## src/rtl/game_pkg.sv

```systemverilog
// Shared game-control types and widths, used by the lives logic and the HUD.
package game_pkg;

  localparam int unsigned LIVES_W      = 3;
  localparam int unsigned MAX_LIVES_HW = 5;
  localparam int unsigned SCORE_W      = 16;
  localparam int unsigned FRAME_CNT_W  = 7;

  typedef enum logic [1:0] {
    StGameOver,
    StPlay,
    StDying,
    StRespawn
  } lives_state_t;

endpackage

```

## src/rtl/lives_manager_if.sv

```systemverilog
// Signal bundle between game control and the lives manager.
// master = game control / HUD side, slave = lives_manager.
interface lives_manager_if;

  logic                              frame_tick;
  logic                              new_game;
  logic                              pacman_hit;
  logic [game_pkg::SCORE_W-1:0]      score;
  logic [game_pkg::LIVES_W-1:0]      lives;
  logic                              dying;
  logic [game_pkg::FRAME_CNT_W-1:0]  death_frame;
  logic                              freeze;
  logic                              respawn;
  logic                              game_over;

  modport master (
    output frame_tick, new_game, pacman_hit, score,
    input  lives, dying, death_frame, freeze, respawn, game_over
  );

  modport slave (
    input  frame_tick, new_game, pacman_hit, score,
    output lives, dying, death_frame, freeze, respawn, game_over
  );

endinterface

```

## src/rtl/lives_manager_frame_timer.sv

```systemverilog
// Frame-tick counter with synchronous clear/enable. done flags the tick on which
// the count equals the runtime last index, so the caller can act on that edge.
module frame_timer
  import game_pkg::*;
(
  input  logic                   clk,
  input  logic                   rst,
  input  logic                   clear,
  input  logic                   enable,
  input  logic [FRAME_CNT_W-1:0] last,
  output logic [FRAME_CNT_W-1:0] count,
  output logic                   done
);

  logic [FRAME_CNT_W-1:0] count_q;

  // Count enabled ticks; clear has priority.
  always_ff @(posedge clk) begin
    if (rst || clear) begin
      count_q <= '0;
    end else if (enable) begin
      count_q <= count_q + 1'b1;
    end
  end

  assign count = count_q;
  assign done  = enable && (count_q == last);

endmodule

```

## src/rtl/lives_manager.sv

```systemverilog
// Life count and death/respawn sequencing. All outputs are registered and change
// on the clock edge after the causing input.
module lives_manager
  import game_pkg::*;
#(
  parameter int unsigned START_LIVES    = 3,
  parameter int unsigned MAX_LIVES      = MAX_LIVES_HW,
  parameter int unsigned BONUS_SCORE    = 10000,
  parameter int unsigned DEATH_FRAMES   = 90,
  parameter int unsigned RESPAWN_FRAMES = 60
) (
  input  logic           clk,
  input  logic           rst,
  lives_manager_if.slave bus
);

  lives_state_t           state_q;
  logic [LIVES_W-1:0]     lives_q;
  logic                   bonus_given_q;
  logic                   game_over_q;
  logic                   freeze_q;
  logic                   dying_q;
  logic [FRAME_CNT_W-1:0] death_frame_q;
  logic                   respawn_q;

  logic                   timed_state;
  logic                   timer_clear;
  logic                   timer_en;
  logic [FRAME_CNT_W-1:0] timer_last;
  logic [FRAME_CNT_W-1:0] timer_count;
  logic                   timer_done;
  logic                   bonus_fire;
  logic [LIVES_W-1:0]     lives_inc;

  // Timer steering: ticks only count while dying or in the READY pause.
  always_comb begin
    timed_state = (state_q == StDying) || (state_q == StRespawn);
    timer_en    = timed_state && bus.frame_tick;
    timer_clear = !timed_state || timer_done;
    timer_last  = (state_q == StDying) ? FRAME_CNT_W'(DEATH_FRAMES - 1)
                                       : FRAME_CNT_W'(RESPAWN_FRAMES - 1);
  end

  // One-shot bonus life, saturating at MAX_LIVES; never while no game runs.
  always_comb begin
    bonus_fire = (state_q != StGameOver) && !bonus_given_q &&
                 (32'(bus.score) >= BONUS_SCORE);
    lives_inc  = (lives_q >= LIVES_W'(MAX_LIVES)) ? lives_q : lives_q + 1'b1;
  end

  frame_timer u_frame_timer (
    .clk    (clk),
    .rst    (rst),
    .clear  (timer_clear),
    .enable (timer_en),
    .last   (timer_last),
    .count  (timer_count),
    .done   (timer_done)
  );

  // Game sequencing FSM with registered outputs.
  always_ff @(posedge clk) begin
    if (rst) begin
      state_q       <= StGameOver;
      lives_q       <= '0;
      bonus_given_q <= 1'b0;
      game_over_q   <= 1'b1;
      freeze_q      <= 1'b1;
      dying_q       <= 1'b0;
      death_frame_q <= '0;
      respawn_q     <= 1'b0;
    end else begin
      respawn_q <= 1'b0;
      if (bonus_fire) begin
        bonus_given_q <= 1'b1;
        lives_q       <= lives_inc;
      end
      unique case (state_q)
        StGameOver: begin
          if (bus.new_game) begin
            lives_q       <= LIVES_W'(START_LIVES);
            bonus_given_q <= 1'b0;
            respawn_q     <= 1'b1;
            freeze_q      <= 1'b0;
            game_over_q   <= 1'b0;
            state_q       <= StPlay;
          end
        end
        StPlay: begin
          if (bus.pacman_hit) begin
            freeze_q      <= 1'b1;
            dying_q       <= 1'b1;
            death_frame_q <= '0;
            state_q       <= StDying;
          end
        end
        StDying: begin
          if (timer_done) begin
            dying_q       <= 1'b0;
            death_frame_q <= '0;
            if (bonus_fire) begin
              // Bonus and death on the same edge cancel out.
              lives_q <= lives_q;
              state_q <= StRespawn;
            end else if (lives_q == LIVES_W'(1)) begin
              lives_q     <= '0;
              game_over_q <= 1'b1;
              state_q     <= StGameOver;
            end else begin
              lives_q <= lives_q - 1'b1;
              state_q <= StRespawn;
            end
          end else if (bus.frame_tick) begin
            death_frame_q <= timer_count + 1'b1;
          end
        end
        StRespawn: begin
          if (timer_done) begin
            respawn_q <= 1'b1;
            freeze_q  <= 1'b0;
            state_q   <= StPlay;
          end
        end
        default: state_q <= StGameOver;
      endcase
    end
  end

  assign bus.lives       = lives_q;
  assign bus.dying       = dying_q;
  assign bus.death_frame = death_frame_q;
  assign bus.freeze      = freeze_q;
  assign bus.respawn     = respawn_q;
  assign bus.game_over   = game_over_q;

endmodule

```

## src/flat_wrapper.sv

```systemverilog
// flat-port wrapper written by rule: the top's interface ports become plain ports
module lives_manager_flat import game_pkg::*;
#(
  parameter int unsigned START_LIVES    = 3,
  parameter int unsigned MAX_LIVES      = MAX_LIVES_HW,
  parameter int unsigned BONUS_SCORE    = 10000,
  parameter int unsigned DEATH_FRAMES   = 90,
  parameter int unsigned RESPAWN_FRAMES = 60
)
  (clk, rst, bus_frame_tick, bus_new_game, bus_pacman_hit, bus_score, bus_lives, bus_dying, bus_death_frame, bus_freeze, bus_respawn, bus_game_over);
  lives_manager_if bus_i ();
  input  logic clk;
  input  logic rst;
  input wire logic [$bits(bus_i.frame_tick)-1:0] bus_frame_tick;
  input wire logic [$bits(bus_i.new_game)-1:0] bus_new_game;
  input wire logic [$bits(bus_i.pacman_hit)-1:0] bus_pacman_hit;
  input wire logic [$bits(bus_i.score)-1:0] bus_score;
  output wire logic [$bits(bus_i.lives)-1:0] bus_lives;
  output wire logic [$bits(bus_i.dying)-1:0] bus_dying;
  output wire logic [$bits(bus_i.death_frame)-1:0] bus_death_frame;
  output wire logic [$bits(bus_i.freeze)-1:0] bus_freeze;
  output wire logic [$bits(bus_i.respawn)-1:0] bus_respawn;
  output wire logic [$bits(bus_i.game_over)-1:0] bus_game_over;
  assign bus_i.frame_tick = bus_frame_tick;
  assign bus_i.new_game = bus_new_game;
  assign bus_i.pacman_hit = bus_pacman_hit;
  assign bus_i.score = bus_score;
  assign bus_lives = bus_i.lives;
  assign bus_dying = bus_i.dying;
  assign bus_death_frame = bus_i.death_frame;
  assign bus_freeze = bus_i.freeze;
  assign bus_respawn = bus_i.respawn;
  assign bus_game_over = bus_i.game_over;
  lives_manager #(.START_LIVES(START_LIVES), .MAX_LIVES(MAX_LIVES), .BONUS_SCORE(BONUS_SCORE), .DEATH_FRAMES(DEATH_FRAMES), .RESPAWN_FRAMES(RESPAWN_FRAMES)) u_core (.clk(clk), .rst(rst), .bus(bus_i));
endmodule
```

## config.mk

```make
export PLATFORM = sky130hd
export DESIGN_NAME = lives_manager_flat
export DESIGN_NICKNAME = d
export VERILOG_FILES = /design/src/rtl/game_pkg.sv /design/src/rtl/lives_manager_if.sv /design/src/rtl/lives_manager_frame_timer.sv /design/src/rtl/lives_manager.sv /design/src/flat_wrapper.sv
export SDC_FILE = /design/constraint.sdc
export NUM_CORES = 1
export LEC_CHECK = 0
export BUFFER_PORTS_ARGS = -buffer_cell sky130_fd_sc_hd__clkbuf_2
export CAP_MARGIN = 30
export CORE_ASPECT_RATIO = 0.8
export CORE_MARGIN = 2
export CORE_UTILIZATION = 30
export DETAILED_ROUTE_END_ITERATION = 10
export PLACE_DENSITY = 0.59
export RECOVER_POWER = 50
export SYNTH_ARGS = -nofsm -noshare
export SYNTH_HDL_FRONTEND = slang
export SYNTH_SLANG_ARGS = --single-unit
```

## constraint.sdc

```tcl
create_clock -name clk -period 2.06 [get_ports clk]
set_input_delay 0.309 -clock clk [delete_from_list [all_inputs] [get_ports clk]]
set_output_delay 0.309 -clock clk [all_outputs]
set_load 0.01 [all_outputs]
```

==> results.py <==
metrics = {
    "synth": {
        "synth_edf_count": 0,
        "async_flop_share": 0,
        "synth.top_cell.area_share": 0.330,
        "synthCells": 172,
        "ys_seq_area_frac": 0.330,
        "synthFlopType": "dfxtp_1",
        "synth_warnings": 0,
        "synth.area.top_cells": "dfxtp_1 (33%), ha_1 (6.9%), nor2_1 (5.9%), nand2_1 (3.9%), a22oi_1 (3.6%)",
        "ys_types": 48,
        "yosysTopAreaCell": "dfxtp_1",
        "syn_avg_cell_area_um2": 8.47,
        "ys_ff_latch": 24,
        "synthesis.area_um2": 1460,
        "synth_nets": 201,
    },
    "routing": {
        "drt-vias-per-instance": 4.95,
        "post_drt_wl_per_cell_um": 12.9,
        "drc": 0,
        "wl_met3_um": 130,
        "routed_wl_um": 3480,
        "wl_met2_um": 1550,
        "dr.pass1.iters": 4,
        "postRouteAntennaNets": 0,
        "drtIter0Drc": 74,
        "vias": 1337,
        "top_layer_used": "met4",
        "drt-met1-wl_um": 1780,
    },
    "clocking": {
        "htree_levels": 1,
        "clock-root-buffer": "clkbuf_8",
        "clk_path_buf_depth": 2,
        "clk_latency_ps": 260,
        "cts.sinks": 24,
        "cts_made_buffers": 3,
        "clk_pin_slew_ps": 80,
        "cts_tree": "yes",
    },
    "worst_hold_path": {
        "holdPathEnd": "u_core.bonus_given_q$_SDFF_PP0_",
        "whs_path_depth": 3,
        "min-delay-start": "bus_new_game",
        "hp-class": "in2reg",
    },
    "global_route": {
        "track_usage": 0.138,
        "first_global_vias": 1216,
        "grt_max_degree": 17,
        "grt_pass1_wl_um": 5830,
        "antenna_found_initial": 0,
        "overflow": 0,
    },
    "finish": {
        "final_cell_mix": "nor2_1 (22), dfxtp_1 (22), clkbuf_2 (17), nand2_1 (15), clkbuf_1 (14)",
        "drive_gt1_frac": 0.219,
        "diodes": 0,
        "areaGrowthSynthToFinish_pct": 24.0,
        "nets": 241,
    },
    "power": {
        "p_leak_nw": 0.673,
        "clkPwrFrac": 0.240,
        "p_int_mw": 0.779,
        "power_frac_comb": 0.305,
        "p_seq_frac": 0.455,
        "vdd_ir_drop_max_v": 0.000293,
        "power.total_mw": 1.15,
        "swShare": 0.322,
        "netSwitchingPower_mw": 0.369,
        "powerDensity_nw_per_um2": 635,
    },
    "die": {
        "rows": 22,
        "core_area_um2": 4620,
        "dieArea_um2": 5440,
        "ioPinCount": 35,
        "die_h_um": 66.3,
        "start_util": 0.315,
        "die_x_um": 81.9,
    },
    "placed_design": {
        "dp_hpwl_um": 2540,
        "gp_congestion": 0.789,
        "portBuffers": 30,
        "pre_cts_slack_ps": 6.90,
    },
    "critical_path": {
        "cp-end-kind": "register",
        "path_max_fanout": 6,
        "cp.required_ps": 2260,
        "crit_type": "reg2reg",
        "r2r-start": "u_core.state_q[0]$_SDFFE_PP0P_",
        "rr_endpoint": "u_core.state_q[1]$_SDFFE_PP0P_",
        "critPathArrivalTime_ps": 2120,
        "rr_worst_depth": 7,
        "path_cells": "inv_1, ha_4, nand4bb_4, a211oi_4, o211ai_1, nor3b_1, a32o_1",
        "slowest_stage": "a211oi_4",
        "start_kind": "register",
        "r2r_slack_ps": 150,
        "max_stage_delay_ps": 370,
    },
    "timing": {
        "finalSetupViolCount": 0,
        "final.setup.worst_slack_ps": 149,
        "skew_ps": 4.19,
        "slew_headroom": 0.647,
        "fin_crit_sh": 0.928,
        "fmax_mhz": 523,
        "period_needed_ps": 1910,
        "timing_worst_slew_pin_value_ps": 526,
        "slew_viol_final": 0,
        "hold_violations": 0,
    },
    "run_status": {
        "status": "finished, final reports clean",
    },
    "job": {
        "drv_cap": 0,
    },
}
[cells in the mapped netlist (3+ instances only)]
master	instances
a21oi_1	8
buf_2	5
dfxtp_1	24
nor2_1	23
nand4_1	4
xor2_1	5
ha_1	8
nand3_1	5
a31oi_1	4
xnor2_1	5
nor3_1	3
inv_1	6
o21ai_1	3
a211oi_1	3
nand2b_1	7
o211ai_1	3
nand2_1	15
a22oi_1	7
[state kept, by name, summed over array words and instances, names as in the netlist]
register,flops
u_core.bus.lives,3
u_core.bus.dying,1
u_core.bonus_given_q,1
u_core.u_frame_timer.count,7
u_core.state_q,2
u_core.bus.death_frame,7
u_core.bus.respawn,1
u_core.bus.game_over,1
u_core.bus.freeze,1
[cells by family (layout without fill, tap and decap cells)]
family / Yosys count / after routing / share of synthesized area
simple gates: 72 / 72 / 0.270
compound gates: 42 / 42 / 0.212
flops: 24 / 24 / 0.330
buf+inv: 14 / 52 / 0.0455
xor+xnor: 10 / 10 / 0.0601
fa+ha+maj: 8 / 8 / 0.0687
mux: 2 / 2 / 0.0146
[per-layer routing]
metal	vias up	track usage
met5	-	0
met4	0	0.0250
met3	2	0.0328
met2	24	0.212
met1	617	0.195
li1	694	-
[how the worst max path moves through the flow]
stage	from	end	cells past startpoint
finish	u_core.state_q[0]$_SDFFE_PP0P_	u_core.state_q[1]$_SDFFE_PP0P_	7
global route	u_core.state_q[0]$_SDFFE_PP0P_	u_core.bus.lives[0]$_SDFFE_PP0P_	7
CTS	u_core.state_q[1]$_SDFFE_PP0P_	u_core.bus.lives[0]$_SDFFE_PP0P_	6
detailed placement	u_core.state_q[1]$_SDFFE_PP0P_	u_core.bus.lives[0]$_SDFFE_PP0P_	6
global placement	u_core.state_q[0]$_SDFFE_PP0P_	u_core.bus.lives[0]$_SDFFE_PP0P_	7
floorplan	u_core.state_q[0]$_SDFFE_PP0P_	u_core.bus.lives[2]$_SDFFE_PP0P_	8
[critical path: cells and delay by family (launching register included)]
kind | cells | cell delay, ps
DFF | 1 | 350
adders and majority gates | 1 | 200
AOI/OAI and AO/OA | 3 | 740
and+or+nand+nor | 2 | 490
buffers and inverters | 1 | 80
[cell type report]
class | instances | area (um2)
Multi-Input combinational cell | 134 | 962
Clock buffer | 3 | 41.3
Tap cell | 60 | 75.1
Timing Repair Buffer | 42 | 220
Fill cell | 507 | 2820
Inverter | 7 | 26.3
Sequential cell | 24 | 483
[power by group through the flow]
stage               Sequential, mW  Combinational, mW  Clock [mW]
finish                       0.523              0.351       0.275
global route                 0.529              0.393       0.307
CTS                          0.521              0.352       0.289
detailed placement           0.531              0.349           0
global placement             0.532              0.348           0
floorplan                    0.541              0.230           0
[repair_timing]
action	in CTS	in global routing
endpoints found under the hold margin	0	0
resized for setup	1	9
setup buffers	0	1
pin swaps	0	3
hold buffers	0	0
setup endpoints to repair	2	21
[per-stage QoR]
stage	TNS [ps]	hold WS [ps]	cells	cell area, um2	utilization
after floorplan	0	378	172	1460	-
after global placement	0	471	266	1730	0.373
after detailed placement	0	484	266	1730	0.373
after CTS	0	328	269	1770	0.383
after global routing	-2.50	356	270	1810	0.391
final	0	327	270	1810	0.391
Power figures use the tool's default switching activity.
